<file path="config.mk">
export PLATFORM = sky130hd
export DESIGN_NAME = core88_membridge
export DESIGN_NICKNAME = d
export VERILOG_FILES = /design/src/rtl/core88_pkg.sv /design/src/rtl/core88_wbuf.sv /design/src/rtl/core88_membridge.sv
export SDC_FILE = /design/constraint.sdc
export NUM_CORES = 1
export LEC_CHECK = 0
export CORE_MARGIN = 5
export CORE_UTILIZATION = 52
export CTS_CLUSTER_DIAMETER = 40
export DETAILED_ROUTE_END_ITERATION = 7
export PLACE_DENSITY = 0.85
export SETUP_SLACK_MARGIN = 0.02
export SYNTH_ARGS = -nofsm -noshare
export SYNTH_HDL_FRONTEND = slang
export SYNTH_HIERARCHICAL = 1
export SYNTH_SLANG_ARGS = --single-unit
</file>
<file path="constraint.sdc">
create_clock -name clock -period 3.35 [get_ports clock]
set_clock_uncertainty 0.15 [all_clocks]
set_input_delay 0.5025 -clock clock [delete_from_list [all_inputs] [get_ports clock]]
set_output_delay 0.5025 -clock clock [all_outputs]
set_load 0.005 [all_outputs]
</file>
<file path="src/rtl/core88_pkg.sv">
// core88_pkg: shared encodings for the core88 memory bridge.
package core88_pkg;

   typedef enum logic [1:0] {
      IDLE  = 2'd0,
      RWAIT = 2'd1,
      WWAIT = 2'd2,
      WDONE = 2'd3
   } state_t;

   localparam logic [1:0] BE_LO = 2'b01;
   localparam logic [1:0] BE_HI = 2'b10;
   localparam logic [1:0] BE_W  = 2'b11;

endpackage

</file>
<file path="src/rtl/core88_wbuf.sv">
// core88_wbuf: one-word read buffer with fill, write-through byte merge and byte-select hit port.
module core88_wbuf #(
   parameter int EN = 1,
   parameter int TW = 19
) (
   input  logic          clock,
   input  logic          reset,
   input  logic          i_fill,
   input  logic [TW-1:0] i_fill_tag,
   input  logic [15:0]   i_fill_data,
   input  logic          i_merge,
   input  logic [TW-1:0] i_merge_tag,
   input  logic [1:0]    i_merge_be,
   input  logic [15:0]   i_merge_data,
   input  logic [TW:0]   i_lookup,
   output logic          o_hit,
   output logic [7:0]    o_byte
);

   logic          r_valid;
   logic [TW-1:0] r_tag;
   logic [15:0]   r_data;

   always_ff @(posedge clock) begin
      if (reset) begin
         r_valid <= 1'b0;
         r_tag   <= '0;
         r_data  <= '0;
      end else if (i_fill) begin
         r_valid <= 1'b1;
         r_tag   <= i_fill_tag;
         r_data  <= i_fill_data;
      end else if (i_merge && r_valid && r_tag == i_merge_tag) begin
         if (i_merge_be[0]) r_data[7:0]  <= i_merge_data[7:0];
         if (i_merge_be[1]) r_data[15:8] <= i_merge_data[15:8];
      end
   end

   always_comb begin
      o_hit  = (EN != 0) && r_valid && r_tag == i_lookup[TW:1];
      o_byte = i_lookup[0] ? r_data[15:8] : r_data[7:0];
   end

endmodule

</file>
<file path="src/rtl/core88_membridge.sv">
// core88_membridge: core88 byte bus responder bridging to a 16-bit req/ack backend,
// stalling the core with locked until each access completes.
module core88_membridge
   import core88_pkg::*;
#(
   parameter int BUF_EN = 1,
   parameter int AW     = 20
) (
   input  logic          clock,
   input  logic          reset,
   input  logic [AW-1:0] address,
   input  logic [7:0]    data,
   input  logic          wreq,
   output logic [7:0]    bus,
   output logic          locked,
   output logic          mem_req,
   output logic          mem_we,
   output logic [AW-2:0] mem_addr,
   output logic [1:0]    mem_be,
   output logic [15:0]   mem_wdata,
   input  logic          mem_ack,
   input  logic [15:0]   mem_rdata
);

   state_t        r_state, w_next_state;
   logic          r_mem_req, r_mem_we, r_byp;
   logic [1:0]    r_mem_be;
   logic [AW-2:0] r_mem_addr;
   logic [15:0]   r_mem_wdata, r_byp_data;
   logic          w_hit, w_serve, w_idle, w_ack_r, w_ack_w;
   logic [7:0]    w_buf_byte;

   assign w_idle  = r_state == IDLE;
   assign w_ack_r = r_state == RWAIT && mem_ack;
   assign w_ack_w = r_state == WWAIT && mem_ack;
   assign w_serve = w_idle && !wreq && (w_hit || r_byp);

   core88_wbuf #(.EN(BUF_EN), .TW(AW-1)) u_wbuf (
      .clock        (clock),
      .reset        (reset),
      .i_fill       (w_ack_r),
      .i_fill_tag   (r_mem_addr),
      .i_fill_data  (mem_rdata),
      .i_merge      (w_ack_w),
      .i_merge_tag  (r_mem_addr),
      .i_merge_be   (r_mem_be),
      .i_merge_data (r_mem_wdata),
      .i_lookup     (address),
      .o_hit        (w_hit),
      .o_byte       (w_buf_byte)
   );

   always_ff @(posedge clock) begin
      if (reset) r_state <= IDLE;
      else       r_state <= w_next_state;
   end

   always_comb begin
      w_next_state = r_state;
      case (r_state)
         IDLE:    w_next_state = wreq ? WWAIT : (w_hit || r_byp) ? IDLE : RWAIT;
         RWAIT:   w_next_state = mem_ack ? IDLE : RWAIT;
         WWAIT:   w_next_state = mem_ack ? WDONE : WWAIT;
         default: w_next_state = IDLE;
      endcase
   end

   // Backend handshake registers; the bypass flag presents an unbuffered fill exactly once.
   always_ff @(posedge clock) begin
      if (reset) begin
         r_mem_req   <= 1'b0;
         r_mem_we    <= 1'b0;
         r_mem_be    <= '0;
         r_mem_addr  <= '0;
         r_mem_wdata <= '0;
         r_byp       <= 1'b0;
         r_byp_data  <= '0;
      end else begin
         r_byp <= (BUF_EN == 0) && w_ack_r;
         if (w_ack_r) r_byp_data <= mem_rdata;
         if (w_idle && wreq) begin
            r_mem_req   <= 1'b1;
            r_mem_we    <= 1'b1;
            r_mem_addr  <= address[AW-1:1];
            r_mem_be    <= address[0] ? BE_HI : BE_LO;
            r_mem_wdata <= {data, data};
         end else if (w_idle && !w_serve) begin
            r_mem_req  <= 1'b1;
            r_mem_we   <= 1'b0;
            r_mem_addr <= address[AW-1:1];
            r_mem_be   <= BE_W;
         end else if (w_ack_r || w_ack_w) begin
            r_mem_req <= 1'b0;
         end
      end
   end

   always_comb begin
      locked = !reset && (w_serve || r_state == WDONE);
      bus    = (!reset && w_serve) ?
               (r_byp ? (address[0] ? r_byp_data[15:8] : r_byp_data[7:0]) : w_buf_byte) : 8'h00;
   end

   assign mem_req   = r_mem_req;
   assign mem_we    = r_mem_we;
   assign mem_addr  = r_mem_addr;
   assign mem_be    = r_mem_be;
   assign mem_wdata = r_mem_wdata;

endmodule
</file>
# Yosys cells after proc, flatten, opt, wreduce, memory -nomap -nowiden
# Index checks and enable logic that the tools add are counted.
[word_totals] reg_bits=77 elab_cells=60
[op_classes] n_eq_ne=5 n_mux=21 reduce_logical=24
[op_table] cell="19-bit == test" n=2
[op_table] cell="19-bit two-way mux" n=2
[op_table] cell="16-bit two-way mux" n=2
[op_table] cell="8-bit two-way mux" n=4
[op_table] cell="1-bit logical AND" n=11
[op_table] cell="1-bit two-way mux" n=8
[op_table] cell="2-bit two-way mux" n=4
[op_table] cell="2-bit nonzero test" n=4
[op_table] cell="2-bit case mux with 3 select lines" n=1
[op_table] cell="2-bit == test, second input constant" n=2
[op_table] cell="2-bit AND reduction" n=2
[op_table] cell="1-bit logical NOT" n=3
[op_table] cell="3-bit nonzero test" n=1
[op_table] cell="2-bit by 1-bit == test with 1-bit output, second input constant" n=1
[op_table] cell="2-bit logical NOT" n=1
[op_table] cell="1-bit logical OR" n=2

# Logic depth before layout (Yosys ltp)
# Gate-level depths: netlist (run 1).
[depth] depth_word=7 mapped_depth=9 depth_no_buf=7

# Hierarchy
# Netlist (run 1), hierarchy kept.
[by_module_without_submodules] mod="core88_wbuf" instances=1 cells_per_inst=207 area_each_um2=2092.0
[by_module_without_submodules] mod="core88_membridge" instances=1 cells_per_inst=165 area_each_um2=1436.4

# Worst setup path after synthesis (run 1)
# OpenSTA, ideal clock, no wires.
[synth_path] path_type="input -> output" from="in address[9]" to="out bus[0]" t_arrival_ns=1.846 slack_ns=0.851 path_stages=7 cell_sequence="xor2_1 > nor4_1 > nand3_1 > nor3_1 > nand2b_2 > nor3_4 > and2_1"
[synth_between] elab_chain_len=5
[synth_lines] element="start: declaration" line="core88_membridge.sv:11" text="input logic [AW-1:0] address,"
[synth_lines] element="19-bit == test" line="core88_wbuf.sv:40" text="o_hit = (EN != 0) && r_valid && r_tag == i_lookup[TW:1];"
[synth_lines] element="1-bit logical AND" line="core88_wbuf.sv:40"
[synth_lines] element="named net w_hit" line="core88_membridge.sv:30" text="logic w_hit, w_serve, w_idle, w_ack_r, w_ack_w;"
[synth_lines] element="1-bit logical AND" line="core88_membridge.sv:36" text="assign w_serve = w_idle && !wreq && (w_hit || r_byp);"
[synth_lines] element="1-bit logical AND" line="core88_membridge.sv:100" text="bus = (!reset && w_serve) ?"
[synth_lines] element="8-bit two-way mux" line="core88_membridge.sv:100"
[synth_lines] element="end: declaration" line="core88_membridge.sv:14" text="output logic [7:0] bus,"
# The timed path passes the listed nets, and every way through them passes these cells.

# Final worst setup path (run 1)
[layout_path] from="in address[18]" to="out locked"
[layout_between] elab_chain_len=5
[layout_lines] element="19-bit == test" line="core88_wbuf.sv:40"
[layout_lines] element="1-bit logical AND" line="core88_wbuf.sv:40"
[layout_lines] element="named net w_hit" line="core88_membridge.sv:30"
[layout_lines] element="1-bit logical AND" line="core88_membridge.sv:36"
[layout_lines] element="1-bit logical OR" line="core88_membridge.sv:99" text="locked = !reset && (w_serve || r_state == WDONE);"
[layout_lines] element="1-bit logical AND" line="core88_membridge.sv:99"
[layout_lines] element="end: declaration" line="core88_membridge.sv:15" text="output logic locked,"
# The timed path passes the listed nets, and every way through them passes these cells.

==> results of run 1 <==
[registers in the layout, indices dropped and copies added, names as in the netlist]
register,cells
mem_addr,19
u_wbuf/r_tag,19
u_wbuf/r_data,16
mem_wdata,8
mem_be,2
r_state,2
mem_req,1
mem_we,1
u_wbuf/r_valid,1
[cell families after synthesis]
group                  Yosys count
flip-flops                      69
buffers and inverters           40
AO/OA/AOI/OAI                   82
XOR/XNOR                        36
AND/OR/NAND/NOR                 94
multiplexers                    51
[layout make-up]
cell class	count	area share, %
multi-input combinational	263	41.49
sequential	69	29.32
timing repair buffer	111	22.58
clock buffer	12	3.081
tap	80	2.125
clock inverter	4	1.009
inverter	5	0.3984
[metal layers]
| metal | share of wire, % | up-vias | global-route usage (%) |
|---|---|---|---|
| met4 | 0.41 | 0 | 5.446 |
| met2 | 50 | 113 | 39.34 |
| met1 | 43 | 1471 | 27.27 |
| li1 | - | 1489 | - |
| met5 | 0 | - | 0 |
| met3 | 6.3 | 2 | 5.686 |
[report_power, final]
part	total [mW]	internal, mW	switching, mW
clock network	0.668	0.363	0.306
registers	0.932	0.875	0.0574
logic	0.422	0.224	0.198
[timing repair]
item                       4_1_cts  5_1_grt
buffers inserted                 2        0
pin swaps                        5        0
gates resized for setup         20        8
hold endpoints to repair         0        0
setup endpoints to repair        9        7
[per-stage QoR]
step	util, %	std cells
finish	70.51	544
global route	70.51	544
CTS	70.21	544
detailed placement	67.08	526
global placement	67.08	526
floorplan	-	372
[worst register-to-register path, delay by kind of cell (launching register included)]
| kind | cells | cell delay (ns) |
|---|---|---|
| buf+inv | 2 | 0.39 |
| compound gates | 2 | 0.34 |
| flops | 1 | 0.55 |
| simple gates | 4 | 1.13 |
[how the worst min path moves through the flow]
stage | startpoint | endpoint | slack (ns) | cells after the start
after floorplan | u_wbuf/r_valid | u_wbuf/r_valid | 0.31 | 2
after global placement | u_wbuf/r_valid | u_wbuf/r_valid | 0.32 | 2
after detailed placement | mem_we | mem_we | 0.33 | 2
after CTS | mem_we | mem_we | 0.34 | 2
after global routing | address[9] | mem_addr[8] | 0.34 | 3
final | address[9] | mem_addr[8] | 0.34 | 3
[placed cells by master, fill, tap and decap left out, types with 13 or more instances in the layout]
cell type,synthesis,final
clkdlybuf4s50_1,0,74
a21oi_1,23,23
xor2_1,13,13
buf_4,11,15
mux2i_1,43,43
dfxtp_1,69,69
nand3_1,20,20
dlygate4sd2_1,0,13
a211oi_1,24,24
nor2_1,33,32
xnor2_1,23,23
==> flow_summary.json, run 1 <==
{
  "grt_max_degree": 51,
  "setup.worst_path.end": "locked",
  "worst-endpoint-required_ns": 2.70,
  "path_max_fanout": 2,
  "hold_viol": 0,
  "synth_top_area_cell": "dfxtp_1",
  "synth-seq-cells": 69,
  "timing.fmax_mhz": 311.3,
  "cts_sinks": 69,
  "avgViaCountPerCell": 5.653,
  "maxCapViolations": 0,
  "period_share_pct": 95.89,
  "p_leak_nw": 1.756,
  "path_clk_slew_ns": 0.07,
  "end_kind": "primary output",
  "avgRoutedWirePerCell_um": 17.36,
  "tightest_slew_ns": 1.066,
  "worstHoldPathType": "primary input to flip-flop",
  "setup_viol": 0,
  "area_growth_pct": 33.51,
  "synth_mux_area_share_pct": 14.75,
  "rrSetupSlack_ns": 0.71,
  "cts_hold_buf": 0,
  "synth-main-ff-cell": "dfxtp_1",
  "powerDensity_mw_per_mm2": 429.2,
  "slowest_delay_ns": 0.53,
  "layout_setup_ws_ns": 0.1377,
  "initial_core_util_pct": 52.81,
  "pre_cts_ws_ns": -0.2693,
  "insertion_delay_ns": 0.34,
  "synth_top_area_share_pct": 39.15,
  "cp.depth": 9,
  "crit_top_cell": "clkdlybuf4s50_1",
  "synth-adder-area-share_pct": 0,
  "die-height_um": 92.38,
  "cts_buffers": 9,
  "grt_remaining_overflow": 0,
  "reg2reg_to": "u_wbuf/r_data[10]",
  "die_width_um": 92.38,
  "drt-pass1-iter-count": 4,
  "nets": 507,
  "rsz0062_at_grt": "false",
  "cp_top_family": "buffers and inverters",
  "synth-edff-count": 0,
  "root_buffer": "clkbuf_8",
  "cts_tree": "done",
  "synthesis.nets": 420,
  "diodes": 0,
  "critPathLaunch": "address[18]",
  "critPathBufInv": 3,
  "arrival_ns": 2.56,
  "yosys_warnings": 6,
  "port_buffers": 95,
  "hpwl_mm": 6.464,
  "grtUsageTotal_pct": 22.37,
  "synth_xor_area_share_pct": 8.936,
  "tns_ns": 0,
  "regArea_mm2": 0.001381,
  "dr.first_iter.drc_count": 139,
  "htree_num_levels": 3,
  "outcome": "completed",
  "yosysSeqAreaShare_pct": 39.15,
  "crit_slowest_cell": "clkdlybuf4s50_1",
  "slew_viol_final": 0,
  "ys_types": 37,
  "antenna_found_initial": 0,
  "synth_compound_gate_area_share_pct": 15.96,
  "rows": 30,
  "ir_drop_mv": 0.2476,
  "grt_pass1_wl_mm": 15.35,
  "synthCells": 372,
  "power_mw": 2.022,
  "slew_headroom_pct": 28.86,
  "dr_total_vias": 3075,
  "ys_async_sr_fraction_pct": 0,
  "drc": 0,
  "synth_area_mm2": 0.003528,
  "ant_nets": 0,
  "final_area_mm2": 0.004711,
  "n_fill_cell": 537,
  "criticalPathCategory": "primary input to primary output",
  "cp-start-kind": "primary input",
  "fin_crit_ns": 3.212,
  "hold_ws_ns": 0.3423,
  "core_mm2": 0.006681,
  "syn_area_per_cell_um2": 9.485,
  "grt_pass1_vias": 3303,
  "finalWeightedCongestion": 0.8064,
  "synth_top_family_by_area": "compound AO/OA/AOI/OAI gates",
  "die_area_mm2": 0.008533,
  "synthTopCellsByCount": "69 x dfxtp_1, 43 x mux2i_1, 33 x nor2_1, 24 x a211oi_1",
  "r2r_cells": 8,
  "crit_chain": "clkdlybuf4s50_1 > xnor2_1 > nand4_1 > nor3_2 > buf_4 > nand2b_2 > nor3_4 > o21bai_1 > clkdlybuf4s50_1",
  "io_pins": 96,
  "wl_mm": 9.445,
  "place_area_mm2": 0.004482,
  "synth_area_leaders": "dfxtp_1 39%, mux2i_1 12%, xnor2_1 5.7%",
  "timing.rr.start": "r_state[1]",
  "synth_most_common_cell": "dfxtp_1",
  "layout-drive-gt1-share_pct": 14.22,
  "synthSimpleGateAreaFrac_pct": 14.72,
  "cts.path.max_buffers": 2,
  "multiInputGateArea_mm2": 0.001954
}
Power figures use the tool's default switching activity.
==> run 2: changes to the inputs <==
--- a/config.mk
+++ b/config.mk
@@ -11,6 +11,7 @@
 export DETAILED_ROUTE_END_ITERATION = 7
 export PLACE_DENSITY = 0.85
 export SETUP_SLACK_MARGIN = 0.02
+export SLEW_MARGIN = 20
 export SYNTH_ARGS = -nofsm -noshare
 export SYNTH_HDL_FRONTEND = slang
 export SYNTH_HIERARCHICAL = 1
==> results of run 2 <==
The final DEF is identical to that of run 1; final timing and power are the same.
==> run 3: changes to the inputs <==
--- a/config.mk
+++ b/config.mk
@@ -5,7 +5,6 @@
 export SDC_FILE = /design/constraint.sdc
 export NUM_CORES = 1
 export LEC_CHECK = 0
-export CORE_MARGIN = 5
 export CORE_UTILIZATION = 52
 export CTS_CLUSTER_DIAMETER = 40
 export DETAILED_ROUTE_END_ITERATION = 7
@@ -16,3 +15,4 @@
 export SYNTH_HDL_FRONTEND = slang
 export SYNTH_HIERARCHICAL = 1
 export SYNTH_SLANG_ARGS = --single-unit
+export TNS_END_PERCENT = 20
==> run 3 against run 2 <==
  * First-iteration DRC count grew 62%
  * Register-to-register slack lost 0.56 ns
  * Final cell count grew 0.74%
  * Total power shrank 0.95%
  * Combinational power shrank 1%
  * Sequential cell count is the same
  * Sequential share of layout area shrank 0.23 points
  * Worst hold slack lost 0.029 ns
  * Non-clock buffer count grew 7
  * The run now ends with design-rule violations left
  * Clock-buffer cell count is the same
  * Global-route usage grew 3.8 points
==> flow_summary.json, run 3 (synthesis results as in run 1) <==
{
  "crit_slowest_cell": "clkdlybuf4s50_1",
  "insertion_delay_ns": 0.35,
  "arrival_ns": 3.33,
  "tightest_slew_ns": 0.9906,
  "diodes": 0,
  "cts_sinks": 69,
  "slowest_delay_ns": 0.46,
  "finalWeightedCongestion": 0.7935,
  "path_clk_slew_ns": 0.07,
  "period_share_pct": 97.64,
  "p_leak_nw": 1.833,
  "cp-start-kind": "primary input",
  "rows": 29,
  "combPwrFrac_pct": 20.8,
  "powerDensity_mw_per_mm2": 421.8,
  "antenna_found_initial": 0,
  "criticalPathCategory": "primary input to flip-flop",
  "htree_num_levels": 3,
  "io_pins": 96,
  "worst-endpoint-required_ns": 3.41,
  "cts_tree": "done",
  "timing.fmax_mhz": 305.7,
  "outcome": "complete, but fails checks",
  "drc": 3,
  "power.switching_uw": 564.3,
  "cts.path.max_buffers": 2,
  "dr_total_vias": 3126,
  "grtUsageTotal_pct": 26.18,
  "slew_headroom_pct": 33.89,
  "hold_viol": 0,
  "place_area_mm2": 0.004463,
  "grt_remaining_overflow": 0,
  "grt_max_degree": 70,
  "avgViaCountPerCell": 5.704,
  "setup_viol": 0,
  "grt_pass1_wl_mm": 14.70,
  "die_area_mm2": 0.007119,
  "power_frac_seq_pct": 46.6,
  "initial_core_util_pct": 54.63,
  "hpwl_mm": 6.251,
  "final_area_mm2": 0.004748,
  "core_mm2": 0.006459,
  "p_int_mw": 1.439,
  "crit_chain": "clkdlybuf4s50_1 > xnor2_1 > nand4_1 > nor3_2 > buf_4 > buf_4 > buf_4 > buf_4 > buf_4 > buf_4 > buf_4 > buf_4 > buf_4 > buf_4 > buf_4 > buf_4 > nor2b_2 > buf_6 > o21ai_1 > a21oi_1",
  "fin_crit_ns": 3.271,
  "maxCapViolations": 0,
  "cts_buffers": 9,
  "dr.first_iter.drc_count": 225,
  "drt-pass1-iter-count": 7,
  "cts_hold_buf": 0,
  "wl_mm": 9.350,
  "grt_pass1_vias": 3023,
  "end_kind": "flip-flop",
  "final_cell_mix": "70 x clkdlybuf4s50_1, 69 x dfxtp_1, 43 x mux2i_1",
  "port_buffers": 95,
  "dp_cells": 521,
  "final_common_cell": "clkdlybuf4s50_1",
  "nets": 514,
  "path_max_fanout": 19,
  "die-height_um": 84.38,
  "area_growth_pct": 34.57,
  "slew_viol_final": 0,
  "ir_drop_mv": 0.2527,
  "p_clk_share_pct": 32.6,
  "avgRoutedWirePerCell_um": 17.06,
  "crit_top_cell": "buf_4",
  "violations": "design-rule violations",
  "ant_nets": 0,
  "worstHoldPathType": "primary input to flip-flop",
  "swShare_pct": 28.17,
  "layout-drive-gt1-share_pct": 15.29,
  "die_width_um": 84.38,
  "n_fill_cell": 469,
  "root_buffer": "clkbuf_8",
  "instances_no_fill": 548
}
## run 3: cell count changes in the layout (fill, tap and decap cells not counted), sizes merged
cell,change
clkdlybuf4s15,-3
buf,+7
clkinvlp,-1
clkinv,+1
clkdlybuf4s50,-4
dlymetal6s2s,+2
dlygate4sd2,+5
## run 3: final cells by class
type	count	area (µm²)	share of cell area [%]
Timing Repair Buffer	118	1119	23.56
Clock inverter	4	48.80	1.028
Clock buffer	12	135.1	2.846
Inverter	5	18.77	0.3953
Tap cell	77	96.34	2.029
Multi-Input combinational cell	263	1949	41.05
Sequential cell	69	1381	29.09
## run 3: critical path, delay by kind of cell
kind,cells,cell delay (ns)
compound gates,2,0.24
simple gates,3,0.34
xor+xnor,1,0.17
buf+inv,14,2.09
## run 3: metrics by stage
step | hold slack (ns) | worst slack, ns | util [%] | setup TNS, ns | power, mW
2_1_floorplan | 0.3052 | 0.8511 | - | 0 | 1.186
3_3_place_gp | 0.3214 | -0.2199 | 69.10 | -1.902 | 1.352
3_5_place_dp | 0.3372 | -0.2874 | 69.10 | -2.327 | 1.364
4_1_cts | 0.3499 | 0.06984 | 73.01 | 0 | 2.001
5_1_grt | 0.3205 | -0.01694 | 73.52 | -0.03505 | 2.080
6_report | 0.3128 | 0.07897 | 73.52 | 0 | 2.003
## run 3: power by group through the flow
stage          Clock, mW  Sequential [mW]  Combinational, mW
4_1_cts            0.656            0.932              0.412
3_5_place_dp           0            0.950              0.414
5_1_grt            0.696            0.941              0.444
2_1_floorplan          0            0.936              0.250
6_report           0.653            0.934              0.416
3_3_place_gp           0            0.947              0.405
## run 3: final timing paths
check,startpoint,to,slack [ns],depth (start not counted)
worst max-delay path,address[4],mem_addr[15],0.08,20
worst min-delay path,address[15],mem_addr[14],0.31,3
worst max register to register,u_wbuf/r_tag[7],mem_addr[3],0.15,20
worst min register to register,mem_we,mem_we,0.35,2
## run 3: layer usage
| metal | up-vias | global-route usage, % | routed length, µm |
|---|---|---|---|
| met2 | 125 | 43.14 | 4516 |
| met4 | 0 | 8.012 | 153 |
| met1 | 1480 | 34.01 | 4013 |
| li1 | 1503 | - | - |
| met3 | 18 | 6.588 | 667 |
| met5 | - | 0 | 0 |
## run 3: repair_timing
action / CTS / global route
cloned: 0 / 0
setup endpoints to repair: 9 / 22
setup buffers: 11 / 0
pin swaps: 3 / 2
resized for setup: 20 / 14
